--- config.mk ---
export PLATFORM = sky130hd
export DESIGN_NAME = npc_mem_arbiter
export DESIGN_NICKNAME = d
export VERILOG_FILES = /design/src/rtl/npc_mem_pkg.sv /design/src/rtl/mem_arb_picker.sv /design/src/rtl/npc_mem_arbiter.sv
export SDC_FILE = /design/constraint.sdc
export NUM_CORES = 1
export LEC_CHECK = 0
export BUFFER_PORTS_ARGS = -buffer_cell sky130_fd_sc_hd__buf_2
export CAP_MARGIN = 20
export CELL_PAD_IN_SITES_DETAIL_PLACEMENT = 1
export CELL_PAD_IN_SITES_GLOBAL_PLACEMENT = 2
export CORE_ASPECT_RATIO = 1.2
export CORE_MARGIN = 1.5
export CORE_UTILIZATION = 22
export DETAILED_ROUTE_END_ITERATION = 7
export GPL_TIMING_DRIVEN = 0
export PLACE_DENSITY_LB_ADDON = 0.1
export SYNTH_ARGS = -nofsm -noshare
export SYNTH_HDL_FRONTEND = slang
export SYNTH_SLANG_ARGS = --single-unit
--- constraint.sdc ---
create_clock -name clk -period 1.5 [get_ports clk]
set_input_delay 0 -clock clk [delete_from_list [all_inputs] [get_ports clk]]
set_output_delay 0 -clock clk [all_outputs]
set_load 0.1 [all_outputs]
--- src/rtl/npc_mem_pkg.sv ---
// Package npc_mem_pkg
// Shared types for the NPC memory-port arbiter: the transaction FSM states
// and the master IDs that record which requester owns the current transaction.
package npc_mem_pkg;

   typedef enum logic [1:0] {
      ST_IDLE = 2'd0,
      ST_REQ  = 2'd1,
      ST_WAIT = 2'd2,
      ST_RESP = 2'd3
   } state_t;

   typedef enum logic {
      MST_IFU = 1'b0,
      MST_LSU = 1'b1
   } mst_t;

endpackage

--- src/rtl/mem_arb_picker.sv ---
// Module mem_arb_picker
// Grant logic for the two memory masters. The grants are purely
// combinational; the top module qualifies them with its IDLE state.
// Optional build macro: MEM_ARB_RR_EN
//   undefined -> fixed priority, LSU wins a tie
//   defined   -> round-robin, a tie goes to the master not granted last
// Ports:
//   clk, rst   core clock, synchronous active-high reset
//   ifu_valid  IFU has a pending request
//   lsu_valid  LSU has a pending request
//   accept     a request is accepted this cycle
//   grant_ifu  IFU would be accepted
//   grant_lsu  LSU would be accepted
module mem_arb_picker
   import npc_mem_pkg::*;
(
   input  logic clk,
   input  logic rst,
   input  logic ifu_valid,
   input  logic lsu_valid,
   input  logic accept,
   output logic grant_ifu,
   output logic grant_lsu
);

`ifdef MEM_ARB_RR_EN
   mst_t last_grant_q;

   // Reset to LSU so that the first tie after reset goes to the IFU.
   always_ff @(posedge clk) begin
      if (rst)
         last_grant_q <= MST_LSU;
      else if (accept)
         last_grant_q <= grant_lsu ? MST_LSU : MST_IFU;
   end

   assign grant_lsu = lsu_valid && (!ifu_valid || last_grant_q == MST_IFU);
   assign grant_ifu = ifu_valid && !grant_lsu;
`else
   // Fixed priority has no state; the clock/reset/accept inputs are unused here.
   logic unused_inputs;
   assign unused_inputs = &{1'b0, clk, rst, accept};

   assign grant_lsu = lsu_valid;
   assign grant_ifu = ifu_valid && !lsu_valid;
`endif

endmodule

--- src/rtl/npc_mem_arbiter.sv ---
// Module npc_mem_arbiter
// Shares the single NPC data-memory port between the IFU (master 0) and the
// LSU (master 1). One transaction is outstanding at a time:
//   IDLE -> REQ -> WAIT -> RESP -> IDLE
// A timeout in WAIT returns an error response if memory never answers.
// Optional build macro: MEM_ARB_RR_EN (round-robin arbitration, see mem_arb_picker).
// Ports:
//   clk, rst                      core clock, synchronous active-high reset
//   ifu_req_* / ifu_addr          IFU read request channel
//   ifu_rsp_* / ifu_rdata         IFU response channel (err = timeout)
//   lsu_req_* / lsu_addr/wen/...  LSU read/write request channel
//   lsu_rsp_* / lsu_rdata         LSU response channel (rdata = 0 for writes)
//   mem_req_* / mem_addr/wen/...  request to memory, fields held from accept
//   mem_rsp_valid / mem_rdata     one-cycle response pulse from memory
//   busy                          a transaction is in flight
module npc_mem_arbiter
   import npc_mem_pkg::*;
#(
   parameter int ADDR_W         = 32,
   parameter int DATA_W         = 32,
   parameter int TIMEOUT_CYCLES = 256
) (
   input  logic                clk,
   input  logic                rst,
   input  logic                ifu_req_valid,
   output logic                ifu_req_ready,
   input  logic [ADDR_W-1:0]   ifu_addr,
   output logic                ifu_rsp_valid,
   input  logic                ifu_rsp_ready,
   output logic [DATA_W-1:0]   ifu_rdata,
   output logic                ifu_rsp_err,
   input  logic                lsu_req_valid,
   output logic                lsu_req_ready,
   input  logic [ADDR_W-1:0]   lsu_addr,
   input  logic                lsu_wen,
   input  logic [DATA_W-1:0]   lsu_wdata,
   input  logic [DATA_W/8-1:0] lsu_wmask,
   output logic                lsu_rsp_valid,
   input  logic                lsu_rsp_ready,
   output logic [DATA_W-1:0]   lsu_rdata,
   output logic                lsu_rsp_err,
   output logic                mem_req_valid,
   input  logic                mem_req_ready,
   output logic [ADDR_W-1:0]   mem_addr,
   output logic                mem_wen,
   output logic [DATA_W-1:0]   mem_wdata,
   output logic [DATA_W/8-1:0] mem_wmask,
   input  logic                mem_rsp_valid,
   input  logic [DATA_W-1:0]   mem_rdata,
   output logic                busy
);

   localparam int                CNT_W    = $clog2(TIMEOUT_CYCLES);
   localparam logic [CNT_W-1:0] CNT_LAST = CNT_W'(TIMEOUT_CYCLES - 1);

   state_t              state_q, state_d;
   mst_t                owner_q;
   logic [CNT_W-1:0]    cnt_q;
   logic [DATA_W-1:0]   rdata_q;
   logic                err_q;
   logic                grant_ifu, grant_lsu;
   logic                idle, accept, timeout_hit, owner_rsp_ready;

   assign idle            = (state_q == ST_IDLE);
   assign accept          = idle && (ifu_req_valid || lsu_req_valid);
   assign timeout_hit     = (cnt_q == CNT_LAST);
   assign owner_rsp_ready = (owner_q == MST_LSU) ? lsu_rsp_ready : ifu_rsp_ready;

   mem_arb_picker u_picker (
      .clk       (clk),
      .rst       (rst),
      .ifu_valid (ifu_req_valid),
      .lsu_valid (lsu_req_valid),
      .accept    (accept),
      .grant_ifu (grant_ifu),
      .grant_lsu (grant_lsu)
   );

   // NOTE: sequential state uses non-blocking assignments so every register
   // samples the pre-edge values, independent of block ordering.
   always_ff @(posedge clk) begin
      if (rst)
         state_q <= ST_IDLE;
      else
         state_q <= state_d;
   end

   // NOTE: state_d is defaulted before the case so no path leaves it
   // unassigned, which would otherwise infer a latch.
   always_comb begin
      state_d = state_q;
      case (state_q)
         ST_IDLE: if (accept)                        state_d = ST_REQ;
         ST_REQ:  if (mem_req_ready)                 state_d = ST_WAIT;
         ST_WAIT: if (mem_rsp_valid || timeout_hit)  state_d = ST_RESP;
         ST_RESP: if (owner_rsp_ready)               state_d = ST_IDLE;
         default:                                    state_d = ST_IDLE;
      endcase
   end

   // Request fields, owner, timeout counter and response registers.
   always_ff @(posedge clk) begin
      if (rst) begin
         owner_q   <= MST_IFU;
         mem_addr  <= '0;
         mem_wen   <= 1'b0;
         mem_wdata <= '0;
         mem_wmask <= '0;
         cnt_q     <= '0;
         rdata_q   <= '0;
         err_q     <= 1'b0;
      end else begin
         case (state_q)
            ST_IDLE: begin
               if (accept) begin
                  if (grant_lsu) begin
                     owner_q   <= MST_LSU;
                     mem_addr  <= lsu_addr;
                     mem_wen   <= lsu_wen;
                     mem_wdata <= lsu_wdata;
                     mem_wmask <= lsu_wmask;
                  end else begin
                     owner_q   <= MST_IFU;
                     mem_addr  <= ifu_addr;
                     mem_wen   <= 1'b0;
                     mem_wdata <= '0;
                     mem_wmask <= '0;
                  end
               end
            end
            ST_REQ: begin
               if (mem_req_ready)
                  cnt_q <= '0;
            end
            ST_WAIT: begin
               cnt_q <= cnt_q + 1'b1;
               // A response arriving on the timeout cycle still counts as success.
               if (mem_rsp_valid) begin
                  rdata_q <= mem_wen ? '0 : mem_rdata;
                  err_q   <= 1'b0;
               end else if (timeout_hit) begin
                  rdata_q <= '0;
                  err_q   <= 1'b1;
               end
            end
            default: ;
         endcase
      end
   end

   assign ifu_req_ready = idle && grant_ifu;
   assign lsu_req_ready = idle && grant_lsu;
   assign mem_req_valid = (state_q == ST_REQ);
   assign ifu_rsp_valid = (state_q == ST_RESP) && (owner_q == MST_IFU);
   assign lsu_rsp_valid = (state_q == ST_RESP) && (owner_q == MST_LSU);
   assign ifu_rdata     = rdata_q;
   assign lsu_rdata     = rdata_q;
   assign ifu_rsp_err   = err_q;
   assign lsu_rsp_err   = err_q;
   assign busy          = !idle;

endmodule

==> results.md, run 1 <==
- Status: complete, but fails checks
- Failing checks: negative setup slack
- Hold path cells: 3
- Mux share of post-synthesis cell area: 13.5%
- Final min period: 1.56 ns
- Worst Skew: 0.00871 ns
- Clock latency on the worst-skew pair: 0.41 ns
- Worst Tran Pin Value: 0.604 ns
- Antenna viol nets, final: 0
- Placed insts: 1073
- Row cnt: 59
- Simple-gate area share of the yosys netlist: 16.5%
- CTS Buf Count: 17
- GRT Resource Usage Total: 16.6%
- XOR/XNOR Fraction of Synth Area: 0.538%
- Nets: 1125
- Levels on crit path: 6
- Clock sinks: 113
- Post-Place Worst Slack: -0.364 ns
- Synth area leaders: dfxtp_1 (46%), mux2i_1 (14%), nor2_1 (5.8%), a22oi_1 (5.7%), a211oi_1 (5.1%)
- Synth Area in Compound Gates: 12.6%
- Iteration count of the initial detailed-routing pass: 4
- Max_cap viols: 0
- Final Non-Filler Cells: 1267
- Fmax: 641 MHz
- Normalized max-slew margin: 59.7%
- Synthesized area per cell: 9.40 um^2
- Initial Util: 22.5%
- Die area: 0.0231 mm^2
- CP startpoint kind: flip-flop
- I/O Buffers: 280
- Clock Pin Slew Worst Setup and Hold Paths: 0.05 ns
- Post-Synthesis Cells: 519
- Post-DP Area: 0.00673 mm^2
- WL/cell: 15.4 um
- Vias in the first global route: 6016
- Final period util: 104%
- Most used DFF post-synth: dfxtp_1
- Fill cells: 2571
- H-tree Lvls: 4
- Worst R2R Path Depth: 6
- Vias per inst: 4.35
- Core outline area: 0.0217 mm^2
- Gp weighted congestion: 0.754
- Crit. End Element: flip-flop
- Drt drc: 0
- Max rail drop VDD: 0.000780 V
- # setup viols final: 54
- HP Class: in2reg
- Synth Cell Area: 0.00488 mm^2
- Ports: 282
- CP delay by family, top: flip-flops
- WP data required: 1.79 ns
- Top cell type's share of synthesized area: 46.3%
- Final instance area: 0.00952 mm^2
- Hold Fails Final Rpt: 0
- Largest family of logic cells by synthesized area: simple AND/OR/NAND/NOR gates
- Hpwl dp: 13.8 mm
- Largest net degree at the start of global routing: 17
- Initial antenna violation count: 1
- Slew Viols, Final: 0
- Routed wire length: 19.5 mm
- Arrival time of the worst setup path: 1.85 ns
- WS Path Type: reg2reg
- First-pass GRT wire length: 30.6 mm
- Synth Area in Adders: 1.28%
- Via count: 5512
- Area delta synth->final: 95.0%
- Leakage: 4.66 nW
- Net Count, Synth: 665
- Delay of the slowest critical-path stage: 0.35 ns
- Sequential element share of the synthesized area: 46.3%
- CP Max Fanout: 7
- Die H: 166 um
- Total gr overflow: 0
- CTS Root Cell: clkbuf_16
- Post-synth EDFFs: 0
- Power Dens Cells: 1890 mW/mm^2
- CP bufs+invs: 1
- RSZ-0062 raised after global routing: yes
- Initial DRC Count: 120
- Largest area contributor in the netlist: dfxtp_1
- Max Root-Sink Buffers: 2
- Ys async rst share: 0%
- Crit-path slowest cell: dfxtp_2
- Fin worst setup slack: -0.0603 ns
- Fin util: 43.8%
- Layout cells sized above 1: 47.0%
- Yosys cell types: 36
- CTS tree: built
- FF+latch count, synth: 113
- Synth warn: 0
- Die X: 139 um
- Crit path cell chain: ha_4 > nand3_4 > o31a_1 > nand2b_4 > buf_12 > mux2i_2
## metrics by stage
step / hold slack [ns] / setup TNS [ns] / total power [mW]
after floorplan: 0.117 / -11.14 / 10.4
after global placement: 0.221 / -20.00 / 11.8
after detailed placement: 0.232 / -21.81 / 11.9
after CTS: 0.000587 / -2.85 / 17.3
after global routing: 0.0195 / -5.26 / 18.7
final: 0.00674 / -1.53 / 18.0
## cell usage after synthesis (all sizes together), types with 2 or more instances
library cell,count
a211oi,33
a21oi,6
a22oi,37
and2,2
buf,49
clkbuf,21
dfxtp,113
ha,5
inv,5
mux2i,66
nand2,40
nand2b,37
nand3,2
nand3b,2
nor2,77
nor2b,2
nor3,4
o21ai,3
or3,2
or3b,2
xnor2,3
## area by class of cell
cell class,count,area (um^2),share of cell area (%)
inverters,5,27.5,0.289
flip-flops and latches,113,2270,23.9
clock buffers,19,453,4.76
well taps,274,343,3.60
plain buffers,68,582,6.11
repair buffers,443,3160,33.2
multi-input cells,331,2490,26.2
clock inverters,13,185,1.95
diodes,1,2.50,0.0263
## sequential cells by signal, summed over array words and instances, names as in the netlist
signal,cells
mem_addr,32
mem_wmask,4
ifu_rdata,32
ifu_rsp_err,1
cnt_q,8
owner_q,1
mem_wdata,32
mem_wen,1
state_q,2
## worst register-to-register path, cell delays in order (launching register included)
cell and delay, ns:
dfxtp_2 0.35, ha_4 0.16, nand3_4 0.07, o31a_1 0.29, nand2b_4 0.25, buf_12 0.18
mux2i_2 0.14
## cells in the final DEF, fill, tap and decap left out, types with 3 or more instances in the layout
master         netlist  layout
xnor2_1              3       3
clkbuf_1            21       9
dlygate4sd3_1        0     128
clkbuf_2             0       4
buf_6                4       9
dfxtp_2              0       4
mux2i_1             66      64
clkbuf_16            0      20
nor2_1              76      74
buf_2               10     278
buf_8                0       5
a22oi_1             37      26
a21oi_1              6       4
a211oi_2             0      14
a22oi_2              0      11
nand2_1             40      38
bufinv_16            0       4
clkinvlp_4           0       6
nand2b_1            36      36
dfxtp_1            113     107
a211oi_1            33      19
buf_12               0      15
buf_4               33      56
ha_4                 0       5
## metal layers
metal  routed length (um)  global-route usage [%]  vias up
li1                     -                       -     2678
met1                 7500                    17.3     2642
met2                10400                    31.2      167
met3                 1130                    4.44       25
met4                  422                    6.70        0
met5                    0                       0        -
## final timing paths
path / from / to / slack [ns]
worst max-delay path: cnt_q[1] / ifu_rdata[28] / -0.06
worst min-delay path: lsu_addr[11] / mem_addr[11] / 0.007
worst max register to register: cnt_q[1] / ifu_rdata[28] / -0.06
worst min register to register: mem_addr[21] / mem_addr[21] / 0.49
## cell families (layout without fill, tap and decap cells)
group           Yosys count  count (layout)
simple gates            173             173
flops                   113             113
compound gates           84              84
buf+inv                  75             548
mux                      66              66
fa+ha+maj                 5               5
xor+xnor                  3               3
other cells               0               1
## repair_timing
item,4_1_cts,5_1_grt
buffers inserted,17,14
cloned,2,2
hold buffers,128,0
pin swaps,12,15
hold endpoints to repair,99,0
setup endpoints to repair,107,109
gates resized for setup,57,79
## power by group
| group | switching, mW | internal, mW | total, mW |
|---|---|---|---|
| Sequential | 0.373 | 3.61 | 3.99 |
| Combinational | 6.87 | 2.78 | 9.65 |
| Clock | 1.47 | 2.86 | 4.34 |
| Total | 8.72 | 9.26 | 18.0 |
(Power assumes the default switching activity.)
==> run 2: changes to the inputs <==
- CORE_ASPECT_RATIO: 1.2 -> not set
- CORE_UTILIZATION: 22 -> 24
- clock period: 1.5 -> 1.6 ns (I/O delays scaled with it)
==> run 2 against run 1 <==
Compared with the run above: wire length is 5.0% lower; fmax is 0.76% lower; the run now ends clean; worst hold slack hardly changed; power is 11% lower.
==> results.md, run 2 (synthesized netlist as in run 1, its figures left out) <==
- Status: finished clean (was complete, but fails checks)
- Initial antenna violation count: 1 (unchanged)
- Antenna viol nets, final: 0 (unchanged)
- Drt drc: 0 (unchanged)
- CP startpoint kind: flip-flop (unchanged)
- Initial DRC Count: 107 (was 120)
- HP Class: in2reg (unchanged)
- Hpwl dp: 12.9 mm (was 13.8 mm)
- Most frequent cells in the layout: buf_2 (280), dlygate4sd3_1 (125), dfxtp_1 (108) (was buf_2 (278), dlygate4sd3_1 (128), dfxtp_1 (107))
- Crit. End Element: flip-flop (unchanged)
- Fmax: 636 MHz (was 641 MHz)
- Power Dens Cells: 1770 mW/mm^2 (was 1890 mW/mm^2)
- Nets: 1106 (was 1125)
- Slew Viols, Final: 0 (unchanged)
- Routed wire length: 18.5 mm (was 19.5 mm)
- Clock latency on the worst-skew pair: 0.41 ns (about the same)
- Worst Tran Pin Value: 0.569 ns (was 0.604 ns)
- RSZ-0062 raised after global routing: yes (unchanged)
- First-pass GRT wire length: 29.6 mm (was 30.6 mm)
- Ports: 282 (unchanged)
- CTS tree: built (unchanged)
- Gp weighted congestion: 0.735 (was 0.754)
- CTS Buf Count: 17 (unchanged)
- Final period util: 98.3% (was 104%)
- WP data required: 1.89 ns (was 1.79 ns)
- CTS Root Cell: clkbuf_16 (unchanged)
- Layout cells sized above 1: 42.4% (was 47.0%)
- Crit path cell chain: ha_4 > nand3_4 > o31a_1 > nand2b_4 > clkbuf_16 > mux2i_1 (was ha_4 > nand3_4 > o31a_1 > nand2b_4 > buf_12 > mux2i_2)
- Crit-path slowest cell: dfxtp_4 (was dfxtp_2)
- Initial Util: 24.8% (was 22.5%)
- Hold Fails Final Rpt: 0 (unchanged)
- Placed insts: 1064 (was 1073)
- Fin worst setup slack: 0.0279 ns (was -0.0603 ns)
- Leakage: 4.48 nW (was 4.66 nW)
- Final Power: 15.9 mW (was 18.0 mW)
- # setup viols final: 0 (was 54)
- I/O Buffers: 280 (unchanged)
- CP Max Fanout: 5 (was 7)
- Largest net degree at the start of global routing: 17 (unchanged)
- Row cnt: 51 (was 59)
- Iteration count of the initial detailed-routing pass: 4 (unchanged)
- Clock sinks: 113 (unchanged)
- Post-Place Worst Slack: -0.349 ns (was -0.364 ns)
- Die X: 146 um (was 139 um)
- Final Non-Filler Cells: 1237 (was 1267)
- Max rail drop VDD: 0.000822 V (was 0.000780 V)
- Clock Pin Slew Worst Setup and Hold Paths: 0.06 ns (was 0.05 ns)
- H-tree Lvls: 4 (unchanged)
- Antenna diodes: 0 (was 1)
- GRT Resource Usage Total: 17.3% (was 16.6%)
- Vias per inst: 4.34 (was 4.35)
- WS Path Type: reg2reg (unchanged)
- Total gr overflow: 0 (unchanged)
- Delay of the slowest critical-path stage: 0.36 ns (was 0.35 ns)
- Core outline area: 0.0197 mm^2 (was 0.0217 mm^2)
- Via count: 5373 (was 5512)
- Vias in the first global route: 5858 (was 6016)
- Normalized max-slew margin: 62.1% (was 59.7%)
- Final instance area: 0.00898 mm^2 (was 0.00952 mm^2)
- Final min period: 1.57 ns (was 1.56 ns)
- Arrival time of the worst setup path: 1.86 ns (was 1.85 ns)
- Final hold slack: 0.00699 ns (was 0.00674 ns)
- Post-DP Area: 0.00670 mm^2 (was 0.00673 mm^2)
- Fin util: 45.6% (was 43.8%)
- Most common library cell in the layout ignoring fill and taps: buf_2 (unchanged)
- WL/cell: 15.0 um (was 15.4 um)
- Max_cap viols: 0 (unchanged)
- Die H: 146 um (was 166 um)
- Area delta synth->final: 84.0% (was 95.0%)
- Max Root-Sink Buffers: 2 (unchanged)
- Setup_tns: 0 ns (was -1.53 ns)
- Worst Skew: 0.00504 ns (was 0.00871 ns)
- Die area: 0.0212 mm^2 (was 0.0231 mm^2)
[run 2: cell types whose count changed in the layout (fill, tap and decap cells not counted), moves of 4 or more]
cell / previous run / this run
a211oi_1: 19 / 28
a211oi_2: 14 / 5
a22oi_1: 26 / 37
a22oi_2: 11 / 0
buf_12: 15 / 5
buf_4: 56 / 49
buf_6: 9 / 5
buf_8: 5 / 1
clkbuf_1: 9 / 13
clkinvlp_4: 6 / 1
[run 2: critical path: cells and delay by family, from the launching register on]
kind	cells	cell delay, ns
DFF	1	0.36
AOI/OAI and AO/OA	1	0.34
and+or+nand+nor	2	0.30
muxes	1	0.11
adders and majority gates	1	0.15
buffers and inverters	1	0.19
[run 2: final timing paths]
kind | from | to | slack (ns) | depth (start not counted)
max reg2reg | cnt_q[0] | ifu_rdata[2] | 0.03 | 6
min | ifu_addr[24] | mem_addr[24] | 0.007 | 3
min reg2reg | mem_addr[9] | mem_addr[9] | 0.49 | 2
max | cnt_q[0] | ifu_rdata[2] | 0.03 | 6
[run 2: power breakdown]
group	leakage (nW)	total, mW	switching [mW]	internal [mW]
logic	3.23	7.98	6.12	1.87
registers	0.928	3.73	0.336	3.39
clock network	0.326	4.23	1.31	2.92
total	4.48	15.9	7.76	8.17
[run 2: cell type report]
cell class,instances,area (um^2)
fillers,2307,10700
flip-flops and latches,113,2280
plain buffers,69,508
well taps,265,332
clock inverters,9,178
clock buffers,22,484
repair buffers,422,2870
inverters,5,27.5
multi-input cells,332,2300
[run 2: timing repair]
item,in CTS,in global routing
hold endpoints to repair,98,0
endpoints found under the setup margin,68,86
buffers inserted,4,10
pin swaps,4,6
gates resized for setup,22,32
hold buffers,125,0
gates cloned,0,4
[run 2: layer usage]
metal	track usage, %	wire, um	up-vias	share of wire (%)
li1	-	-	2642	-
met1	19.3	7750	2535	42
met2	31.2	9400	173	51
met3	5.64	1080	21	5.9
met4	5.31	259	2	1.4
met5	0	7	-	0.038
